`config.mk`:
```
export PLATFORM = sky130hd
export DESIGN_NAME = ins_seq
export DESIGN_NICKNAME = d
export VERILOG_FILES = /design/src/rtl/ins_seq.sv
export SDC_FILE = /design/constraint.sdc
export NUM_CORES = 1
export LEC_CHECK = 0
export BUFFER_PORTS_ARGS = -buffer_cell sky130_fd_sc_hd__buf_2
export CORE_ASPECT_RATIO = 0.5
export CORE_UTILIZATION = 50
export DETAILED_ROUTE_END_ITERATION = 8
export PLACE_DENSITY = 0.78
export SLEW_MARGIN = 20
export SYNTH_ARGS = -nofsm -noshare
export SYNTH_HDL_FRONTEND = slang
export SYNTH_SLANG_ARGS = --single-unit
```
`constraint.sdc`:
```
create_clock -name clk_i -period 4.9 [get_ports clk_i]
set_clock_uncertainty 0.2 [all_clocks]
set_input_delay 0.98 -clock clk_i [delete_from_list [all_inputs] [get_ports clk_i]]
set_output_delay 0.98 -clock clk_i [all_outputs]
set_load 0.03 [all_outputs]
```
`src/rtl/ins_seq.sv`:
```
// ins_seq: fetch/decode/execute sequencer for the 4-bit CPU.
// Owns the PC, the IMEM handshake, the instruction register and the retire count.
module ins_seq #(
  parameter int INS_W    = 11,
  parameter int PC_W     = 4,
  parameter int DEC_WAIT = 1,
  parameter int TIMEOUT  = 15
) (
  input  logic             clk_i,
  input  logic             rst_ni,
  input  logic             start_i,
  output logic             imem_req_o,
  output logic [PC_W-1:0]  imem_addr_o,
  input  logic             imem_ack_i,
  input  logic [INS_W-1:0] imem_data_i,
  output logic [INS_W-1:0] ins_o,
  input  logic             dec_we_i,
  input  logic [PC_W-1:0]  dec_jmp_i,
  output logic             wb_en_o,
  output logic             busy_o,
  output logic             halted_o,
  output logic             fault_o,
  output logic [7:0]       retired_o
);

  typedef enum logic [2:0] {
    S_IDLE,
    S_FETCH,
    S_DECODE,
    S_EXEC,
    S_HALT,
    S_FAULT
  } state_e;

  localparam logic [2:0] OP_JMP  = 3'b100;
  localparam logic [2:0] OP_HALT = 3'b011;
  localparam logic [7:0] TMO     = 8'(TIMEOUT);
  localparam logic [2:0] DLAST   = 3'(DEC_WAIT - 1);

  state_e           state_q, state_d;
  logic [PC_W-1:0]  pc_q, pc_d;
  logic [INS_W-1:0] ins_q, ins_d;
  logic [7:0]       ret_q, ret_d;
  logic [7:0]       tmo_q, tmo_d;
  logic [2:0]       dcnt_q, dcnt_d;
  logic [2:0]       op;
  logic             wb_en;

  assign op = ins_q[INS_W-1 -: 3];

  always_ff @(posedge clk_i or negedge rst_ni) begin
    if (!rst_ni) begin
      state_q <= S_IDLE;
      pc_q    <= '0;
      ins_q   <= '0;
      ret_q   <= '0;
      tmo_q   <= '0;
      dcnt_q  <= '0;
    end else begin
      state_q <= state_d;
      pc_q    <= pc_d;
      ins_q   <= ins_d;
      ret_q   <= ret_d;
      tmo_q   <= tmo_d;
      dcnt_q  <= dcnt_d;
    end
  end

  always_comb begin
    state_d = state_q;
    pc_d    = pc_q;
    ins_d   = ins_q;
    ret_d   = ret_q;
    tmo_d   = tmo_q;
    dcnt_d  = dcnt_q;
    wb_en   = 1'b0;
    unique case (state_q)
      S_IDLE, S_HALT, S_FAULT: begin
        if (start_i) begin
          state_d = S_FETCH;
          pc_d    = '0;
          tmo_d   = '0;
        end
      end
      S_FETCH: begin
        if (imem_ack_i) begin
          ins_d   = imem_data_i;
          dcnt_d  = '0;
          state_d = S_DECODE;
        end else begin
          tmo_d = tmo_q + 8'd1;
          if (tmo_d == TMO) state_d = S_FAULT;
        end
      end
      S_DECODE: begin
        if (dcnt_q == DLAST) state_d = S_EXEC;
        else dcnt_d = dcnt_q + 3'd1;
      end
      S_EXEC: begin
        ret_d   = ret_q + 8'd1;
        tmo_d   = '0;
        state_d = S_FETCH;
        unique case (1'b1)
          op == OP_JMP:  pc_d = dec_jmp_i;
          op == OP_HALT: state_d = S_HALT;
          default: begin
            wb_en = dec_we_i;
            pc_d  = pc_q + 1'b1;
          end
        endcase
      end
      default: state_d = S_IDLE;
    endcase
  end

  // Strobe stays combinational so it can never outlive EXEC or a reset.
  assign wb_en_o     = wb_en;
  assign imem_req_o  = state_q == S_FETCH;
  assign imem_addr_o = pc_q;
  assign ins_o       = ins_q;
  assign busy_o      = state_q inside {S_FETCH, S_DECODE, S_EXEC};
  assign halted_o    = state_q == S_HALT;
  assign fault_o     = state_q == S_FAULT;
  assign retired_o   = ret_q;

endmodule

```
# After elaboration in Yosys (flattened, before gate mapping)
# Cells that the tools add are included.
word_totals:
  elab_cells: 55
  regBits: 37
  output_inout_bits: 28
  input_bits: 20
classes:
  n_reduce_logical: 13
  mux: 17
  addsub: 4
  n_eq_ne: 15
op_table:
  columns: ["cell", "n"]
  rows:
  - ["8-bit case mux with 3 select lines", 1]
  - ["3-bit two-way mux", 7]
  - ["8-bit by 1-bit adder with 8-bit output, second input constant", 2]
  - ["8-bit two-way mux", 2]
  - ["4-bit case mux with 2 select lines", 2]
  - ["3-bit case mux with 4 select lines", 1]
  - ["3-bit AND reduction", 4]
  - ["2-bit != test, second input constant", 5]
  - ["3-bit by 2-bit == test with 1-bit output, second input constant", 3]
  - ["3-bit == test, second input constant", 3]
  - ["8-bit by 4-bit == test with 1-bit output, second input constant", 1]
  - ["3-bit logical NOT", 2]
  - ["3-bit case mux with 2 select lines", 1]
  - ["3-bit nonzero test", 2]
  - ["4-bit by 1-bit adder with 4-bit output, second input constant", 1]
  - ["4-bit two-way mux", 1]
  - ["2-bit nonzero test", 2]
  - ["3-bit by 1-bit adder with 3-bit output, second input constant", 1]
  - ["3-bit by 1-bit == test with 1-bit output, second input constant", 1]
  - ["3-bit by 1-bit != test with 1-bit output, second input constant", 1]
  - ["3-bit OR reduction", 1]
  - ["1-bit two-way mux", 2]
  - ["2-bit by 1-bit != test with 1-bit output, second input constant", 1]
  - ["2-bit AND reduction", 1]
  - ["2-bit OR reduction", 1]

# Logic depth before layout (Yosys ltp)
depth:
  depth_word: 5
  ltp_mapped: 7
  ltp_nobuf: 7

# Least setup slack after synthesis
# OpenSTA, ideal clock, no wires.
synth_timing:
  path_type: "flip-flop to output port"
  startpoint: "register state_q[2]"
  endpoint: "output wb_en_o"
  stages_incl_launch_ff: 5
  arrival_ns: 1.712
  required_ns: 3.720
  path_buffers: 1
  path_slack_ns: 2.008
  cell_sequence: "dfrtp_1 > buf_4 > and2b_2 > nand3_2 > nor3b_1"
synth_between:
  elab_chain_cells: 2
synth_lines:
  columns: ["item", "line_no", "source"]
  rows:
  - ["start, declared", "40", "state_e state_q, state_d;"]
  - ["start signal, assigned", "60", "state_q <= state_d;"]
  - ["3-bit by 2-bit == test with 1-bit output", "77", "unique case (state_q)"]
  - ["1-bit two-way mux", "77", null]
  - ["end, declared", "19", "output logic wb_en_o,"]
# No other way between the ends.

# Worst setup path in the final report
# Same ends and word-level chain as after synthesis.

==> impl_metrics.yaml <==
yosys:
  ys_ff_latch: 37
  ys.flop_type: "dfrtp_1"
  syn_inst: 177
  yosys.area.top_type_share_pct: 48.5
  yosys.cell_types.count: 49
  yosys_warnings: 0
  synthTopCellsByCount: "dfrtp_1, nor2_1, nand2_1, o21ai_0, nand3_1"
  ys_top_cells_by_area: "dfrtp_1, ha_1, mux2_2"
  synth.yosys.seq_area_share_pct: 48.5
  yosys.area.top_type: "dfrtp_1"
  synth_enable_flop_cells: 0
  syn_area_sq_um: 1910
  syn-mean-instance-area_sq_um: 10.8
  synth_most_common_cell: "dfrtp_1"
  syn_nets: 203
  async_reset_ff_share_pct: 100
clocking:
  cts_buffers: 5
  cts_tree: "done"
  cts_htree_levels: 2
  clk_path_buf_depth: 2
  ctsResizeCount: 0
  path_clk_slew_ns: 0.07
  root_buffer: "clkbuf_8"
  hold_buffers: 0
  clk_latency_ns: 0.29
  cts.sinks: 37
  cts_setup_buffers: 0
power_and_ir_drop:
  p_seq_share_pct: 35.4
  net-switching-power_w: 0.000661
  irDropWorstVdd_mv: 0.199
  switching_share_pct: 44.8
  clockPowerShare_pct: 18.7
  finalPower_w: 0.00147
  internal_power_w: 0.000814
  power.leakage_nw: 1.08
  comb_power_share_pct: 45.9
  power_density_nw_per_um2: 643
worst_setup_path:
  crit_buf_inv: 1
  arrival_ns: 1.80
  crit_path_end_kind: "primary output"
  critPathSlowestCell: "dfrtp_1"
  setup.worst_path.start_class: "register"
  critical_path.cell_chain: "and2b_2 > nand3_2 > nor3b_1 > buf_2"
  critPathMaxFanout: 11
  critPathKind: "reg2out"
  slowest_delay_ns: 0.50
  crit_required_ns: 3.72
  critPathTopFamily: "simple AND/OR/NAND/NOR gates"
place:
  placed_cell_area_sq_um: 2180
  dp_hpwl_mm: 2.69
  dp.cells: 271
  portBuffers: 47
  globalplace.congestion: 0.784
final_layout:
  final_cells: 279
  area_growth_pct: 20.1
  stdcell_area_sq_um: 2290
  drive_above_1_share_pct: 30.3
  diodes: 0
  nets: 253
drt:
  num_vias: 1502
  route.detailed.drc: 0
  routed_wl_mm: 3.78
  vias_per_cell: 5.38
  wl_per_cell_um: 13.5
  ant_nets: 0
  drt_iter0_drc: 88
  dr.pass1.iters: 4
die:
  ios: 48
  die_area_sq_um: 4080
  start_util_pct: 53.8
  row_count: 15
  fp.dieW_um: 89.4
  coreArea_sq_um: 3550
  die_height_um: 45.7
sta:
  tns_ns: 0
  period_needed_ns: 2.98
  worst_hold_slack_ns: 0.267
  tightestPinTransition_ns: 0.811
  slew_violations: 0
  maxSlewHeadroom_pct: 45.9
  fmaxAchievable_ghz: 0.335
  setup-violations-final: 0
  hold_viol_final: 0
  fin_crit_sh_pct: 60.8
  rsz0062_at_grt: "no"
global_routing:
  grt_max_degree: 38
  antenna_found_initial: 0
  overflow: 0
  first_global_vias: 1345
  track_usage_pct: 20.8
  grt_pass1_wl_mm: 6.11
run_status:
  outcome: "complete, no violations"
min_path:
  holdCritPathClass: "reg2reg"
flow_run:
  cap_viol_max_count: 0
power groups by stage:
| stage | Clock, W | Sequential [W] | Combinational, W |
|---|---|---|---|
| 2_1_floorplan | 0 | 0.000650 | 0.000383 |
| 3_3_place_gp | 0 | 0.000519 | 0.000663 |
| 3_5_place_dp | 0 | 0.000526 | 0.000681 |
| 4_1_cts | 0.000280 | 0.000521 | 0.000685 |
| 5_1_grt | 0.000291 | 0.000543 | 0.000739 |
| 6_report | 0.000276 | 0.000521 | 0.000677 |
cells by family (layout without fill, tap and decap cells):
| family | count (synthesis) | after routing | share of synthesized area, % |
|---|---|---|---|
| fa+ha+maj | 6 | 6 | 3.93 |
| buf+inv | 9 | 60 | 2.62 |
| mux | 13 | 13 | 7.54 |
| simple gates | 66 | 66 | 20.5 |
| compound gates | 37 | 37 | 12.8 |
| xor+xnor | 9 | 9 | 4.13 |
| flops | 37 | 37 | 48.5 |
registers in the layout, indices dropped and copies added, names as in the netlist:
name         flops
ins_o           11
retired_o        8
tmo_q            8
imem_addr_o      4
dcnt_q           3
state_q          3
area by class of cell:
cell class	instances	area (sq um)
repair buffers	47	235
clock inverters	1	30.0
fillers	277	1250
flip-flops and latches	37	926
multi-input cells	131	933
well taps	51	63.8
clock buffers	7	86.3
inverters	5	18.8
through the flow:
step / utilization [%] / worst slack, ns
floorplan: - / 2.01
global placement: 61.4 / 2.30
detailed placement: 61.4 / 2.24
CTS: 64.7 / 1.92
global route: 64.7 / 1.79
finish: 64.7 / 1.92
worst reg2reg max path: cells and delay by family, from the launching register on:
family | cells | cell delay, ns
compound gates | 3 | 0.51
simple gates | 2 | 0.81
flops | 1 | 0.50
per-layer routing:
layer  part of all wire, %  wire length, um  up-vias  track usage [%]
met5                     0                0        -                0
met4                  0.90               34        0             5.71
met1                    46             1750      721             26.5
li1                      -                -      743                -
met3                   4.0              153        5             5.98
met2                    49             1840       33             35.3
worst paths after layout:
kind	start	endpoint	slack [ns]	depth (start not counted)
max	state_q[2]$_DFFE_PN0P_	wb_en_o	1.92	4
min	retired_o[7]$_DFFE_PN0P_	retired_o[7]$_DFFE_PN0P_	0.27	1
max reg2reg	state_q[2]$_DFFE_PN0P_	tmo_q[5]$_DFFE_PN0P_	2.76	5
min reg2reg	retired_o[7]$_DFFE_PN0P_	retired_o[7]$_DFFE_PN0P_	0.27	1
max in group asynchronous	rst_ni	retired_o[6]$_DFFE_PN0P_	3.40	1
min in group asynchronous	rst_ni	ins_o[6]$_DFFE_PN0P_	0.58	1
layout by cell type (no fill, tap or decap), types with 2 or more instances in the layout:
cell type | netlist | layout
nor3b_1 | 3 | 3
o21ai_1 | 8 | 8
o41ai_1 | 2 | 2
a21oi_1 | 4 | 4
and3_1 | 3 | 3
nand3b_1 | 3 | 3
nor3_1 | 4 | 4
clkbuf_8 | 0 | 6
a311oi_1 | 2 | 2
buf_2 | 1 | 47
ha_1 | 6 | 6
nand2_1 | 11 | 11
xor2_1 | 4 | 4
mux2_1 | 5 | 5
nor2b_1 | 2 | 2
nand2b_1 | 3 | 3
xnor2_1 | 5 | 5
inv_1 | 5 | 5
o21ai_0 | 11 | 11
mux2_2 | 6 | 6
nand3_1 | 10 | 10
dfrtp_1 | 37 | 37
nor2_1 | 13 | 13
mux2i_1 | 2 | 2
(Power assumes the default switching activity.)
